`src/rtl/ram_arbiter_pkg.sv`:
```
// ============================================================================
//  Module      : ram_arbiter_pkg
//  Description : Shared state encodings, master IDs and default widths for
//                the two-master RAM arbiter.
//  Revision    : 1.0 - initial release
// ============================================================================
`default_nettype none

package ram_arbiter_pkg;

    typedef logic [1:0] arb_state_t;

    localparam arb_state_t ARB_IDLE = 2'd0;
    localparam arb_state_t ARB_RSP0 = 2'd1;
    localparam arb_state_t ARB_RSP1 = 2'd2;

    localparam logic ARB_M0 = 1'b0;
    localparam logic ARB_M1 = 1'b1;

    localparam int ARB_AW = 32;
    localparam int ARB_DW = 32;
    localparam int ARB_MW = 4;

endpackage

`default_nettype wire

```
`src/rtl/ram_arbiter_if.sv`:
```
// ============================================================================
//  Module      : ram_arbiter_if
//  Description : One master's request/response channel pair into the arbiter.
//  Revision    : 1.0 - initial release
// ============================================================================
`default_nettype none

interface ram_arbiter_if
    import ram_arbiter_pkg::*;
#(
    parameter int AW = ARB_AW,
    parameter int DW = ARB_DW,
    parameter int MW = ARB_MW
);

    logic          req_valid;
    logic          req_ready;
    logic [AW-1:0] req_addr;
    logic          req_we;
    logic [MW-1:0] req_wem;
    logic [DW-1:0] req_wdata;
    logic          rsp_valid;
    logic          rsp_ready;
    logic [DW-1:0] rsp_rdata;

    modport master (
        output req_valid, req_addr, req_we, req_wem, req_wdata, rsp_ready,
        input  req_ready, rsp_valid, rsp_rdata
    );

    modport slave (
        input  req_valid, req_addr, req_we, req_wem, req_wdata, rsp_ready,
        output req_ready, rsp_valid, rsp_rdata
    );

endinterface

`default_nettype wire

```
`src/rtl/ram_arbiter_rr2.sv`:
```
// ============================================================================
//  Module      : arb_rr2
//  Description : Two-way one-hot grant picker. Ties go round robin, or always
//                to master 1 when RAM_ARB_FIXED_PRIO_EN is defined.
//  Revision    : 1.0 - initial release
// ============================================================================
`default_nettype none

module arb_rr2
    import ram_arbiter_pkg::*;
(
    input  wire logic [1:0] req,
    input  wire logic       last_grant,
    input  wire logic       enable,
    output logic      [1:0] gnt
);

`ifdef RAM_ARB_FIXED_PRIO_EN
    logic unused_last_grant;
    assign unused_last_grant = last_grant;
`endif

    always_comb begin
        gnt = 2'b00;
        if (enable) begin
            case (req)
                2'b01:   gnt = 2'b01;
                2'b10:   gnt = 2'b10;
`ifdef RAM_ARB_FIXED_PRIO_EN
                2'b11:   gnt = 2'b10;
`else
                2'b11:   gnt = (last_grant == ARB_M1) ? 2'b01 : 2'b10;
`endif
                default: gnt = 2'b00;
            endcase
        end
    end

endmodule

`default_nettype wire

```
`src/rtl/ram_arbiter.sv`:
```
// ============================================================================
//  Module      : ram_arbiter
//  Description : Shares one single-port RAM between fetch (m0) and load/store
//                (m1) masters with a one-deep registered response per grant.
//                Optional macro: RAM_ARB_FIXED_PRIO_EN (m1 wins ties).
//  Revision    : 1.0 - initial release
// ============================================================================
`default_nettype none

module ram_arbiter
    import ram_arbiter_pkg::*;
#(
    parameter int AW = ARB_AW,
    parameter int DW = ARB_DW,
    parameter int MW = ARB_MW
)(
    input  wire logic          clk,
    input  wire logic          rst,
    ram_arbiter_if.slave       m0,
    ram_arbiter_if.slave       m1,
    output logic               ram_cs,
    output logic               ram_we,
    output logic      [MW-1:0] ram_wem,
    output logic      [AW-1:0] ram_addr,
    output logic      [DW-1:0] ram_din,
    input  wire logic [DW-1:0] ram_dout
);

    arb_state_t    state_q, state_d;
    logic          last_grant_q, last_grant_d;
    logic [DW-1:0] rsp0_rdata_q, rsp0_rdata_d;
    logic [DW-1:0] rsp1_rdata_q, rsp1_rdata_d;
    logic          free;
    logic [1:0]    gnt;

    // The response buffer frees up in the same cycle its content is consumed,
    // which is what allows one transaction per cycle.
    always_comb begin
        case (state_q)
            ARB_IDLE: free = 1'b1;
            ARB_RSP0: free = m0.rsp_ready;
            ARB_RSP1: free = m1.rsp_ready;
            default:  free = 1'b1;
        endcase
    end

    arb_rr2 u_pick (
        .req        ({m1.req_valid, m0.req_valid}),
        .last_grant (last_grant_q),
        .enable     (free),
        .gnt        (gnt)
    );

    assign m0.req_ready = gnt[0];
    assign m1.req_ready = gnt[1];

    always_comb begin
        ram_cs   = 1'b0;
        ram_we   = 1'b0;
        ram_wem  = '0;
        ram_addr = '0;
        ram_din  = '0;
        if (gnt[1]) begin
            ram_cs   = 1'b1;
            ram_we   = m1.req_we;
            ram_wem  = m1.req_wem;
            ram_addr = m1.req_addr;
            ram_din  = m1.req_wdata;
        end else if (gnt[0]) begin
            ram_cs   = 1'b1;
            ram_we   = m0.req_we;
            ram_wem  = m0.req_wem;
            ram_addr = m0.req_addr;
            ram_din  = m0.req_wdata;
        end
    end

    // State register
    always_ff @(posedge clk or posedge rst) begin
        if (rst) begin
            state_q      <= ARB_IDLE;
            last_grant_q <= ARB_M1;
            rsp0_rdata_q <= '0;
            rsp1_rdata_q <= '0;
        end else begin
            state_q      <= state_d;
            last_grant_q <= last_grant_d;
            rsp0_rdata_q <= rsp0_rdata_d;
            rsp1_rdata_q <= rsp1_rdata_d;
        end
    end

    // Next-state and datapath capture
    always_comb begin
        state_d      = state_q;
        last_grant_d = last_grant_q;
        rsp0_rdata_d = rsp0_rdata_q;
        rsp1_rdata_d = rsp1_rdata_q;
        if (gnt[0]) begin
            state_d      = ARB_RSP0;
            last_grant_d = ARB_M0;
            rsp0_rdata_d = m0.req_we ? '0 : ram_dout;
        end else if (gnt[1]) begin
            state_d      = ARB_RSP1;
            last_grant_d = ARB_M1;
            rsp1_rdata_d = m1.req_we ? '0 : ram_dout;
        end else if (free) begin
            state_d      = ARB_IDLE;
        end
    end

    // Outputs
    always_comb begin
        m0.rsp_valid = (state_q == ARB_RSP0);
        m1.rsp_valid = (state_q == ARB_RSP1);
        m0.rsp_rdata = rsp0_rdata_q;
        m1.rsp_rdata = rsp1_rdata_q;
    end

endmodule

`default_nettype wire

```
`src/flat_wrapper.sv`:
```
// flat-port wrapper written by rule: the top's interface ports become plain ports
module ram_arbiter_flat import ram_arbiter_pkg::*;
#(
    parameter int AW = ARB_AW,
    parameter int DW = ARB_DW,
    parameter int MW = ARB_MW
)
  (clk, rst, ram_cs, ram_we, ram_wem, ram_addr, ram_din, ram_dout, m0_req_valid, m0_req_addr, m0_req_we, m0_req_wem, m0_req_wdata, m0_rsp_ready, m0_req_ready, m0_rsp_valid, m0_rsp_rdata, m1_req_valid, m1_req_addr, m1_req_we, m1_req_wem, m1_req_wdata, m1_rsp_ready, m1_req_ready, m1_rsp_valid, m1_rsp_rdata);
  ram_arbiter_if #(.AW(AW), .DW(DW), .MW(MW)) m0_i ();
  ram_arbiter_if #(.AW(AW), .DW(DW), .MW(MW)) m1_i ();
  input  wire logic clk;
  input  wire logic rst;
  output logic ram_cs;
  output logic ram_we;
  output logic      [MW-1:0] ram_wem;
  output logic      [AW-1:0] ram_addr;
  output logic      [DW-1:0] ram_din;
  input  wire logic [DW-1:0] ram_dout;
  input wire logic [$bits(m0_i.req_valid)-1:0] m0_req_valid;
  input wire logic [$bits(m0_i.req_addr)-1:0] m0_req_addr;
  input wire logic [$bits(m0_i.req_we)-1:0] m0_req_we;
  input wire logic [$bits(m0_i.req_wem)-1:0] m0_req_wem;
  input wire logic [$bits(m0_i.req_wdata)-1:0] m0_req_wdata;
  input wire logic [$bits(m0_i.rsp_ready)-1:0] m0_rsp_ready;
  output wire logic [$bits(m0_i.req_ready)-1:0] m0_req_ready;
  output wire logic [$bits(m0_i.rsp_valid)-1:0] m0_rsp_valid;
  output wire logic [$bits(m0_i.rsp_rdata)-1:0] m0_rsp_rdata;
  input wire logic [$bits(m1_i.req_valid)-1:0] m1_req_valid;
  input wire logic [$bits(m1_i.req_addr)-1:0] m1_req_addr;
  input wire logic [$bits(m1_i.req_we)-1:0] m1_req_we;
  input wire logic [$bits(m1_i.req_wem)-1:0] m1_req_wem;
  input wire logic [$bits(m1_i.req_wdata)-1:0] m1_req_wdata;
  input wire logic [$bits(m1_i.rsp_ready)-1:0] m1_rsp_ready;
  output wire logic [$bits(m1_i.req_ready)-1:0] m1_req_ready;
  output wire logic [$bits(m1_i.rsp_valid)-1:0] m1_rsp_valid;
  output wire logic [$bits(m1_i.rsp_rdata)-1:0] m1_rsp_rdata;
  assign m0_i.req_valid = m0_req_valid;
  assign m0_i.req_addr = m0_req_addr;
  assign m0_i.req_we = m0_req_we;
  assign m0_i.req_wem = m0_req_wem;
  assign m0_i.req_wdata = m0_req_wdata;
  assign m0_i.rsp_ready = m0_rsp_ready;
  assign m0_req_ready = m0_i.req_ready;
  assign m0_rsp_valid = m0_i.rsp_valid;
  assign m0_rsp_rdata = m0_i.rsp_rdata;
  assign m1_i.req_valid = m1_req_valid;
  assign m1_i.req_addr = m1_req_addr;
  assign m1_i.req_we = m1_req_we;
  assign m1_i.req_wem = m1_req_wem;
  assign m1_i.req_wdata = m1_req_wdata;
  assign m1_i.rsp_ready = m1_rsp_ready;
  assign m1_req_ready = m1_i.req_ready;
  assign m1_rsp_valid = m1_i.rsp_valid;
  assign m1_rsp_rdata = m1_i.rsp_rdata;
  ram_arbiter #(.AW(AW), .DW(DW), .MW(MW)) u_core (.clk(clk), .rst(rst), .m0(m0_i), .m1(m1_i), .ram_cs(ram_cs), .ram_we(ram_we), .ram_wem(ram_wem), .ram_addr(ram_addr), .ram_din(ram_din), .ram_dout(ram_dout));
endmodule
```
`config.mk`:
```
export PLATFORM = sky130hd
export DESIGN_NAME = ram_arbiter_flat
export DESIGN_NICKNAME = d
export VERILOG_FILES = /design/src/rtl/ram_arbiter_pkg.sv /design/src/rtl/ram_arbiter_if.sv /design/src/rtl/ram_arbiter_rr2.sv /design/src/rtl/ram_arbiter.sv /design/src/flat_wrapper.sv
export SDC_FILE = /design/constraint.sdc
export NUM_CORES = 1
export LEC_CHECK = 0
export ABC_AREA = 1
export BUFFER_PORTS_ARGS = -buffer_cell sky130_fd_sc_hd__buf_4
export CAP_MARGIN = 20
export CORE_AREA = 2 2 123 125
export DETAILED_ROUTE_END_ITERATION = 10
export DIE_AREA = 0 0 125 127
export PLACE_DENSITY = 0.7
export RECOVER_POWER = 100
export SLEW_MARGIN = 10
export SYNTH_ARGS = -nofsm -noshare
export SYNTH_HDL_FRONTEND = slang
export SYNTH_SLANG_ARGS = --single-unit
```
`constraint.sdc`:
```
create_clock -name clk -period 2.5 [get_ports clk]
set_input_delay 0.375 -clock clk [delete_from_list [all_inputs] [get_ports clk]]
set_output_delay 0.375 -clock clk [all_outputs]
set_load 0.03 [all_outputs]
```
# Yosys cells after proc, flatten, opt, wreduce, memory -nomap -nowiden
# Cells that the tools add are included.
op_classes:
  eq_ne: 5
  muxes: 21
  n_bitwise: 1
  reduce_logical: 3
op_table:
  columns: ["cell", "count"]
  rows:
  - ["32-bit two-way mux", 6]
  - ["2-bit two-way mux", 5]
  - ["4-bit two-way mux", 2]
  - ["2-bit == test (second input constant)", 3]
  - ["1-bit two-way mux", 6]
  - ["2-bit one-hot mux with 3 select lines", 1]
  - ["2-bit by 1-bit == test with 1-bit output (second input constant)", 2]
  - ["3-bit nonzero test", 1]
  - ["1-bit one-hot mux with 2 select lines", 1]
  - ["2-bit AND reduction", 1]
  - ["2-bit nonzero test", 1]
  - ["1-bit NOT", 1]
totals:
  regBits: 67
  in_bits: 176
  output_inout_bits: 138
  word_cells: 34

# Longest topological paths before layout
# Gate-level depths: netlist of run 1.
depth:
  ltp_word: 5
  depth_mapped: 9
  ltp_nobuf: 7

# By module
# From an unflattened synthesis of run 1, not the netlist that was laid out.
unflattened:
  cells_unflattened: 538
  hier_area_um2: 3753.6
modules_own_cells:
  columns: ["mod", "instances", "cells_per_inst", "area_per_inst_um2", "seq_area_each_um2"]
  rows:
  - ["ram_arbiter", 1, 533, 3732.3, 1677.9]
  - ["arb_rr2", 1, 5, 21.3, 0.0]

# Worst setup path before layout of run 1
# Ideal clock, no wire load.
synth_path:
  kind: "register to output"
  from: "reg u_core.state_q[1]"
  to: "out ram_addr[0]"
  arrival_ns: 1.966
  required_time_ns: 2.125
  path_slack_ns: 0.159
  path_stages_with_launch: 8
  path_buffers: 1
  cell_sequence: "dfrtp_1 > inv_1 > ha_1 > nand2_1 > nand3_2 > nand2_4 > clkbuf_1 > o21ai_0"
synth_between:
  elab_chain_cells: 5
  word_cells_on_any_way: 6
  classes_between: "eq/ne: 2; mux: 4"
synth_rtl:
  columns: ["item", "line_no", "source"]
  rows:
  - ["start: declaration", "ram_arbiter.sv:29", "arb_state_t state_q, state_d;"]
  - ["start signal: assignment", "ram_arbiter.sv:86", "state_q <= state_d;"]
  - ["2-bit by 1-bit == test with 1-bit output *", null, null]
  - ["net m0_rsp_valid", "flat_wrapper.sv:26", "output wire logic [$bits(m0_i.rsp_valid)-1:0] m0_rsp_valid;"]
  - ["1-bit one-hot mux with 2 select lines *", "ram_arbiter.sv:39", "case (state_q)"]
  - ["2-bit two-way mux *", "ram_arbiter_rr2.sv:25", "if (enable) begin"]
  - ["32-bit two-way mux", "ram_arbiter.sv:69", "end else if (gnt[0]) begin"]
  - ["32-bit two-way mux *", "ram_arbiter.sv:63", "if (gnt[1]) begin"]
  - ["end: declaration", "flat_wrapper.sv:16", "output logic [AW-1:0] ram_addr;"]
# The timed path passes the listed nets; every way through them passes the cells marked *.

# Worst setup path in the final report of run 1
layout_path:
  from: "reg u_core.state_q[0]"
  to: "out ram_addr[9]"
layout_between:
  elab_chain_cells: 5
  word_cells_on_any_way: 6
  classes_between: "eq/ne: 2; mux: 4"
layout_rtl:
  columns: ["item", "line_no"]
  rows:
  - ["2-bit == test or 2-bit by 1-bit == test with 1-bit output (tied branches)", "ram_arbiter.sv:39"]
  - ["1-bit one-hot mux with 2 select lines *", "ram_arbiter.sv:39"]
  - ["2-bit two-way mux *", "ram_arbiter_rr2.sv:25"]
  - ["32-bit two-way mux", "ram_arbiter.sv:69"]
  - ["32-bit two-way mux *", "ram_arbiter.sv:63"]
# Mark *: on every way between the ends. The rest lies on a longest branch, timed or not.

==> run metrics, run 1 <==
Synth Area in Compound Gates=13.1%; die height=127 microns; Overall Global Routing Usage=18.9%; Final Setup Violations=0; MaxCap Viol Count=0; core area=14400 sq um; status=finished, final reports clean; FMAX=423 MHz; final period utilization=between 90% and 100%; Core Rows=44; mux cell area share after synthesis=0%; static leakage=3.65 nW; CP peak stage delay=a little under 0.4 ns; CTS tree=yes; crit path DAT=~2 ns; Final ANT Viol Nets=0; final WL=between 15000 and 20000 microns; Max Slew Vio Count=0; Cells after Synth=600; die width=~130 microns; CTS Sinks=67; Seq/Total Area, Yosys=41.6%; VDD IR-drop max=0.765 mV; slowest CP cell=dfrtp_1; DP HPWL=around 12000 microns; largest net degree at the start of global routing=64; mapped cell area=between 4000 and 5000 sq um; PortBufs=~310; Fin Setup TNS=0 ns; RSZ-0062 raised after global routing=no; hold_buf cts=0; Hold Vio Cnt, Final=0; Vias/cell=4.50; Worst Tran Pin Value=roughly 1.1 ns; critical path, cell by cell=inv_1, ha_1, nand2_1, nand3_4, buf_6, nand3_1, o21ai_0, buf_2; Simple-Gate Fraction of Synth Area=28.7%; CP Class=register to output pin; WP data required=approximately 2.1 ns; Synth Area in XOR/XNOR=0%; GR Overflow Total=0; Synth Area per Inst=just under 7 sq um; PD cells=1300 nW/um^2; Final Skew=roughly 0.006 ns; Initial Util=between 20 and 30%; ant diodes=0; Area Overhead vs Synth=59.2%; Final GP Congestion=0.885; number of distinct library cells after synthesis=19; DR iter-0 viols=189; YS warnings=0; Worst Setup Start Kind=register; Clock Latency Late Sink=0.33 ns; fraction of layout cells with a size suffix above 1=31.5%; via count=4854; vias in the first global route=around 4600; Post-Synth Adder-Cell Area=less than 1%; minimum clock period=2.36 ns; first-pass GRT wire length=about 24000 microns; Rel. slew slack=24.4%; number of synthesized register bits=67; CTS clk-pin slew, worst paths=0.05 ns; HP Class=input port to register; fin nets=1069; crit path capture type=output pin; Remaining DRCs=0; pre-CTS setup slack=0.427 ns; I/O Pins=314; total CTS buffers=9; clk buf depth=2; setup ws final=0.136 ns; largest family of logic cells by synthesized area=simple AND/OR/NAND/NOR gates; initial antenna violation count=0; router iterations before antenna repair=4; Root Buffer=clkbuf_16; H-tree depth=3; maximum fanout along the worst path=36; mean routed wirelength per cell=14.8 microns; die area=~16000 sq um; Syn Nets=778
-- final timing paths --
path,start,to,slack (ns),cells past startpoint
max reg2reg,u_core.state_q[0]$_DFFE_PP0P_,u_core.m1.rsp_rdata[26]$_DFFE_PP0P_,0.32,7
min,ram_dout[5],u_core.m1.rsp_rdata[5]$_DFFE_PP0P_,0.32,3
max in group asynchronous,rst,u_core.m0.rsp_rdata[24]$_DFFE_PP0N_,0.60,3
min reg2reg,u_core.m0.rsp_rdata[12]$_DFFE_PP0N_,u_core.m0.rsp_rdata[12]$_DFFE_PP0N_,0.47,2
max,u_core.state_q[0]$_DFFE_PP0P_,ram_addr[9],0.14,8
min in group asynchronous,rst,u_core.m1.rsp_rdata[11]$_DFFE_PP0P_,0.34,2
-- metal layers --
metal / GRT usage, % / vias up / routed length, microns
li1: - / 2447 / -
met2: 33.0 / 197 / 8100
met1: 23.3 / 2195 / 6620
met5: 0 / - / 0
met3: 4.90 / 15 / 1060
met4: 5.03 / 0 / 207
-- stage by stage --
step | hold WS [ns] | cell area [sq um] | utilization [%] | total power [mW] | cells
5_1_grt | 0.328 | 6420 | 44.5 | 8.90 | 1079
6_report | 0.319 | 6420 | 44.5 | 8.34 | 1079
3_3_place_gp | 0.457 | 6530 | 45.3 | 7.75 | 1063
3_5_place_dp | 0.463 | 6530 | 45.3 | 7.80 | 1063
2_1_floorplan | 0.458 | 4030 | - | 5.47 | 600
4_1_cts | 0.161 | 6810 | 47.2 | 9.01 | 1078
-- cells in the final DEF (no fill, tap or decap), types with 2 or more instances in the layout --
| cell | n |
|---|---|
| nor2_1 | 33 |
| inv_1 | 109 |
| o21ai_0 | 87 |
| buf_12 | 2 |
| clkbuf_4 | 2 |
| clkbuf_2 | 63 |
| ha_1 | 2 |
| clkbuf_16 | 10 |
| nand3_1 | 101 |
| buf_2 | 9 |
| clkinv_2 | 2 |
| dfrtp_1 | 66 |
| clkbuf_1 | 66 |
| nand2_1 | 133 |
| buf_4 | 181 |
| o21ai_1 | 16 |
| clkbuf_8 | 2 |
-- worst max-delay path, delay by kind of cell (launching register included) --
kind	cells	cell delay [ns]
compound gates	1	0.10
fa+ha+maj	1	0.20
simple gates	3	0.40
flops	1	0.39
buf+inv	3	0.57
-- registers in the layout, indices dropped and copies added (netlist names) --
register,flops
u_core.m0.rsp_rdata,32
u_core.m1.rsp_rdata,32
u_core.state_q,2
u_core.last_grant_q,1
-- cell families after synthesis --
family,count (synthesis)
fa+ha+maj,2
buf+inv,156
flops,67
simple gates,270
compound gates,105
-- where the power goes --
group | switching (mW) | internal, mW | total, mW
Clock | 0.462 | 0.717 | 1.18
Combinational | 3.99 | 1.36 | 5.35
Sequential | 0.255 | 1.56 | 1.82
Total | 4.71 | 3.64 | 8.34
-- area by class of cell --
cell class	instances	area (sq um)
fill	1573	8000
timing repair buffer	326	2090
multi-input combinational	377	1740
sequential	67	1680
inverter	110	413
clock buffer	11	253
tap	184	230
clock inverter	4	26.3
-- repair_timing --
item | CTS | global route
hold endpoints to repair | 0 | 0
resized for setup | 0 | 6
buffers inserted | 0 | 0
endpoints found under the setup margin | 0 | 12
-- Yosys cell counts, drive strengths merged --
library cell	instances	area share, %
ha	2	0.62
dfstp	1	0.65
buf	29	4.2
dfrtp	66	41
clkbuf	17	1.6
inv	110	10
nand3	102	13
o21ai	104	13
nor2	34	3.2
a21oi	1	0.22
nand2	134	13
Power figures use the tool's default switching activity.
==> run 2: changes to the inputs <==
--- a/config.mk
+++ b/config.mk
@@ -5,13 +5,12 @@
 export SDC_FILE = /design/constraint.sdc
 export NUM_CORES = 1
 export LEC_CHECK = 0
-export ABC_AREA = 1
 export BUFFER_PORTS_ARGS = -buffer_cell sky130_fd_sc_hd__buf_4
 export CAP_MARGIN = 20
 export CORE_AREA = 2 2 123 125
 export DETAILED_ROUTE_END_ITERATION = 10
 export DIE_AREA = 0 0 125 127
-export PLACE_DENSITY = 0.7
+export PLACE_DENSITY = 0.69
 export RECOVER_POWER = 100
 export SLEW_MARGIN = 10
 export SYNTH_ARGS = -nofsm -noshare
==> run metrics, run 2 <==
status=finished, final reports clean; CTS tree=yes; PortBufs=313; core area=14400 sq um; final period utilization=95.5%; RSZ-0062 raised after global routing=no; CP Class=register to output pin; clk buf depth=2; most numerous cell in the Yosys netlist=nor2_1; CP peak stage delay=0.36 ns; die area=between 15000 and 20000 sq um; Area Overhead vs Synth=62.3%; crit path capture type=output pin; M3 GR Usage=under 10%; Initial Util=about 28%; DR iter-0 viols=291; Seq/Total Area, Yosys=42.0%; mapped cell area=3990 sq um; Worst Tran Pin Value=roughly 1.1 ns; Max Slew Vio Count=0; Final ANT Viol Nets=0; CTS Sinks=67; number of distinct library cells after synthesis=24; Vias/cell=5.24; Core Rows=44; Worst Setup Start Kind=register; most frequent cells in the layout=buf_4, nor2_1, a32oi_1; Post-synth EDFFs=0; largest cells by area after synthesis=dfrtp_1, a32oi_1, mux2_1; VDD IR-drop max=0.642 mV; M2 GR Usage=35.5%; fillcell total=1475; reg-to-reg setup timing slack=0.18 ns; YS warnings=0; most common library cell in the layout ignoring fill and taps=buf_4; ys async rst share=100%; commonest register cell after synthesis=dfrtp_1; crit path DAT=2.01 ns; Cells after Synth=about 400; Setup Buffers After CTS=0; Final GP Congestion=0.988; first-pass GRT wire length=between 20000 and 30000 microns; vias in the first global route=4644; ant diodes=0; Commonest cells post-synth=nor2_1, a32oi_1, dfrtp_1; dominant cell type by area after synthesis=dfrtp_1; Most Crowded Layer GR=met2; Syn Nets=580; hold_buf cts=0; Final Skew=just over 0.004 ns; worst hold margin=0.328 ns; Root Buffer=clkbuf_16; Synth Area per Inst=roughly 9.9 sq um; top-area cell type share of the netlist area=approximately 41%; via count=4599; final WL=17500 microns; Remaining DRCs=0; slowest CP cell=dfrtp_1; Hold Vio Cnt, Final=0; largest net degree at the start of global routing=62; HP Class=input port to register; DP HPWL=13400 microns; total CTS buffers=9; initial antenna violation count=0; minimum clock period=2.39 ns; Rel. slew slack=between 20% and 30%; critical path, cell by cell=inv_1, ha_1, a221oi_4, buf_8, nor2_1, buf_4; PD cells=1390 nW/um^2; WP data required=about 2.1 ns; Fin Setup TNS=0 ns; Cells on Worst Hold Path=3; MaxCap Viol Count=0; maximum fanout along the worst path=51; met1 Track Usage GR=26.0%; I/O Pins=around 310; die width=125 microns; fraction of layout cells with a size suffix above 1=between 40% and 50%; mean routed wirelength per cell=20.0 microns; CTS clk-pin slew, worst paths=around 0.060 ns; FMAX=419 MHz; Finished Core Util=45.0%; static leakage=~3.0 nW; Clock Latency Late Sink=0.33 ns; Final Setup Violations=0; number of synthesized register bits=67; Overall Global Routing Usage=20.9%; GR Overflow Total=0; Reg2Reg Depth=6; router iterations before antenna repair=6; H-tree depth=3; fin nets=about 870; die height=roughly 130 microns
==> run 2: cell type report <==
type | instances | area, sq um | share of cell area, %
clock inverter | 5 | 75.1 | 1.16
inverter | 5 | 18.8 | 0.289
sequential | 67 | 1680 | 25.9
multi-input combinational | 280 | 2080 | 32.1
clock buffer | 11 | 253 | 3.90
tap | 184 | 230 | 3.55
timing repair buffer | 326 | 2150 | 33.1
==> run 2: worst paths after layout <==
path                                                             to                                 from
worst max-delay path                                   ram_addr[27]        u_core.state_q[0]$_DFFE_PP0P_
worst min-delay path            u_core.m1.rsp_rdata[26]$_DFFE_PP0P_                         ram_dout[26]
worst max register to register   u_core.m0.rsp_rdata[2]$_DFFE_PP0N_        u_core.state_q[0]$_DFFE_PP0P_
worst min register to register  u_core.m0.rsp_rdata[29]$_DFFE_PP0N_  u_core.m0.rsp_rdata[29]$_DFFE_PP0N_
max in group asynchronous       u_core.m1.rsp_rdata[18]$_DFFE_PP0P_                                  rst
min in group asynchronous       u_core.m0.rsp_rdata[21]$_DFFE_PP0N_                                  rst
==> run 2: logic make-up after synthesis <==
kind of cell               Yosys count  synth area share (%)
adders and majority gates            2                 0.626
buffers and inverters               55                  6.52
muxes                               32                  9.02
AOI/OAI and AO/OA                  108                  23.4
DFF                                 67                  42.0
and+or+nand+nor                    138                  18.4
==> run 2: where the power goes <==
part           internal (mW)  switching (mW)
combinational           1.69            3.99
sequential              1.63           0.322
clock                  0.921           0.449
total                   4.25            4.76
==> run 2: through the flow <==
stage | power [mW] | area [sq um] | cells | setup WS (ns)
after CTS | 9.73 | 6850 | 878 | 0.0621
after global routing | 9.49 | 6480 | 878 | 0.00386
after floorplan | 5.79 | 3990 | 402 | 0.395
final | 9.01 | 6480 | 878 | 0.112
after global placement | 8.20 | 6520 | 862 | 0.414
after detailed placement | 8.29 | 6520 | 862 | 0.326
==> run 2: timing repair <==
| item | CTS | global route |
|---|---|---|
| resized for setup | 1 | 2 |
| cloned | 0 | 0 |
| endpoints found under the hold margin | 0 | 0 |
| endpoints found under the setup margin | 31 | 31 |
==> run 2: worst max-delay path: cells and delay by family (launching register included) <==
kind	cells	cell delay, ns
adders and majority gates	1	0.34
AOI/OAI and AO/OA	1	0.29
and+or+nand+nor	1	0.10
DFF	1	0.36
buffers and inverters	3	0.57
==> run 2: per-layer routing <==
| metal | routed length [microns] | vias up |
|---|---|---|
| li1 | - | 2091 |
| met5 | 0 | - |
| met4 | 590 | 0 |
| met3 | 1350 | 42 |
| met1 | 6880 | 2234 |
| met2 | 8710 | 232 |
==> run 3: changes to the inputs <==
--- a/config.mk
+++ b/config.mk
@@ -7,10 +7,10 @@
 export LEC_CHECK = 0
 export BUFFER_PORTS_ARGS = -buffer_cell sky130_fd_sc_hd__buf_4
 export CAP_MARGIN = 20
-export CORE_AREA = 2 2 123 125
+export CORE_AREA = 5 5 119 121
 export DETAILED_ROUTE_END_ITERATION = 10
-export DIE_AREA = 0 0 125 127
-export PLACE_DENSITY = 0.69
+export DIE_AREA = 0 0 124 126
+export PLACE_DENSITY = 0.76
 export RECOVER_POWER = 100
 export SLEW_MARGIN = 10
 export SYNTH_ARGS = -nofsm -noshare
==> run metrics, run 3 (same netlist as run 2, synthesis figures left out) <==
clk buf depth=2; Vias/cell=5.25; Worst setup startpoint=u_core.state_q[0]$_DFFE_PP0P_; fin nets=871; Final Setup Violations=0; Hold Vio Cnt, Final=0; maximum fanout along the worst path=39; Register Area=1680 sq um; end of the critical path=ram_addr[7]; final period utilization=95.4%; Remaining DRCs=0; reg-to-reg setup timing slack=0.20 ns; minimum clock period=roughly 2.4 ns; FMAX=419 MHz; PortBufs=313; worst hold margin=0.342 ns; die width=between 100 and 150 microns; status=finished with violations; critical path, cell by cell=inv_1, ha_1, a221oi_4, buf_6, nor2_1, buf_2; Fin Setup TNS=0 ns; largest net degree at the start of global routing=61; Clock Latency Late Sink=~0.32 ns; crit path DAT=between 2 and 2.5 ns; mean routed wirelength per cell=20.3 microns; final WL=around 18000 microns; CTS clk-pin slew, worst paths=0.06 ns; VDD IR-drop max=0.660 mV; failing checks=max-capacitance violations, max-slew violations; Root Buffer=clkbuf_16; router iterations before antenna repair=5; Stages on worst setup path=6; ant diodes=0; Reg2Reg Depth=6; Top Family by Delay on Critical Path=buffers and inverters; Initial Util=30.8%; slowest CP cell=dfrtp_1; CP Class=register to output pin; hold_buf cts=0; Final ANT Viol Nets=0; Final Skew=0.00378 ns; I/O Pins=314; DP HPWL=13500 microns; multi-input logic area=2090 sq um; Max Slew Vio Count=69; Final GP Congestion=0.853; die area=15600 sq um; total CTS buffers=9; die height=126 microns; first-pass GRT wire length=25600 microns; CTS tree=yes; Rel. slew slack=-28.8%; WP data required=2.12 ns; most common library cell in the layout ignoring fill and taps=buf_4; crit path capture type=output pin; RSZ-0062 raised after global routing=no; core area=13000 sq um; Finished Core Util=49.3%; H-tree depth=3; Critical R2R Capture=u_core.m0.rsp_rdata[2]$_DFFE_PP0N_; CP bufs+invs=3; MaxCap Viol Count=2; most frequent cells in the layout=buf_4, nor2_1, a32oi_1, clkbuf_1, dfrtp_1; HP Class=input port to register; DR iter-0 viols=345; PD cells=1390 nW/um^2; Layout Cells excl Fill=a little under 900; initial antenna violation count=0; fraction of layout cells with a size suffix above 1=40.8%; Worst Tran Pin Value=1.93 ns; PnR Total Power=between 8 and 9 mW; Area Overhead vs Synth=60.3%; CTS Sinks=67; vias in the first global route=approximately 4500; static leakage=3.01 nW; Worst R2R Start=u_core.state_q[0]$_DFFE_PP0P_; CP peak stage delay=0.36 ns; via count=~4600; fillcell total=between 1000 and 1500; Core Rows=42; Worst Setup Start Kind=register; Overall Global Routing Usage=20.9%; placed insts=between 800 and 900; GR Overflow Total=0
run 3: changes by cell type in the layout (fill, tap and decap cells not counted), moves of 2 or more:
| cell | before | now |
|---|---|---|
| clkbuf_8 | 2 | 0 |
| clkbuf_4 | 6 | 3 |
| buf_6 | 0 | 2 |
| clkbuf_2 | 20 | 52 |
| clkinvlp_4 | 0 | 3 |
| clkbuf_1 | 67 | 69 |
| buf_4 | 211 | 182 |
run 3: metrics by stage:
step                      area, sq um  setup slack, ns
final                            6400            0.116
after global routing             6400           0.0363
after CTS                        6840           0.0374
after detailed placement         6520            0.358
after global placement           6520            0.434
after floorplan                  3990            0.395
run 3: worst min-delay path, cell delays in order:
cell	delay, ns
buf_4	0.11
nand3b_1	0.07
o2bb2ai_1	0.06
run 3: power by group:
| part | switching [mW] | total, mW | internal (mW) |
|---|---|---|---|
| Clock | 0.454 | 1.32 | 0.868 |
| Combinational | 4.05 | 5.61 | 1.56 |
| Sequential | 0.333 | 1.96 | 1.63 |
run 3: cell type report:
cell class | instances | area share [%]
multi-input combinational | 281 | 32.6
timing repair buffer | 329 | 32.5
sequential | 67 | 26.2
clock buffer | 9 | 3.52
tap | 176 | 3.44
clock inverter | 7 | 1.45
inverter | 5 | 0.293
run 3: worst min path at each step:
stage,start,end,cells past startpoint
detailed placement,u_core.m1.rsp_rdata[23]$_DFFE_PP0P_,u_core.m1.rsp_rdata[23]$_DFFE_PP0P_,1
global placement,u_core.m1.rsp_rdata[20]$_DFFE_PP0P_,u_core.m1.rsp_rdata[20]$_DFFE_PP0P_,1
finish,ram_dout[23],u_core.m1.rsp_rdata[23]$_DFFE_PP0P_,3
CTS,rst,u_core.m1.rsp_rdata[27]$_DFFE_PP0P_,3
global route,ram_dout[29],u_core.m1.rsp_rdata[29]$_DFFE_PP0P_,3
floorplan,u_core.last_grant_q$_DFFE_PP1P_,u_core.last_grant_q$_DFFE_PP1P_,2
run 3: metal layers:
layer | up-vias | routed length, microns | global-route usage (%)
li1 | 2104 | - | -
met1 | 2212 | 6540 | 24.4
met2 | 238 | 8960 | 36.4
met3 | 32 | 1710 | 5.34
met4 | 0 | 514 | 8.31
met5 | - | 0 | 0
run 3: what timing repair did:
action,4_1_cts,5_1_grt
resized for setup,0,2
buffers inserted,0,0
setup endpoints to repair,0,26
endpoints found under the hold margin,0,0
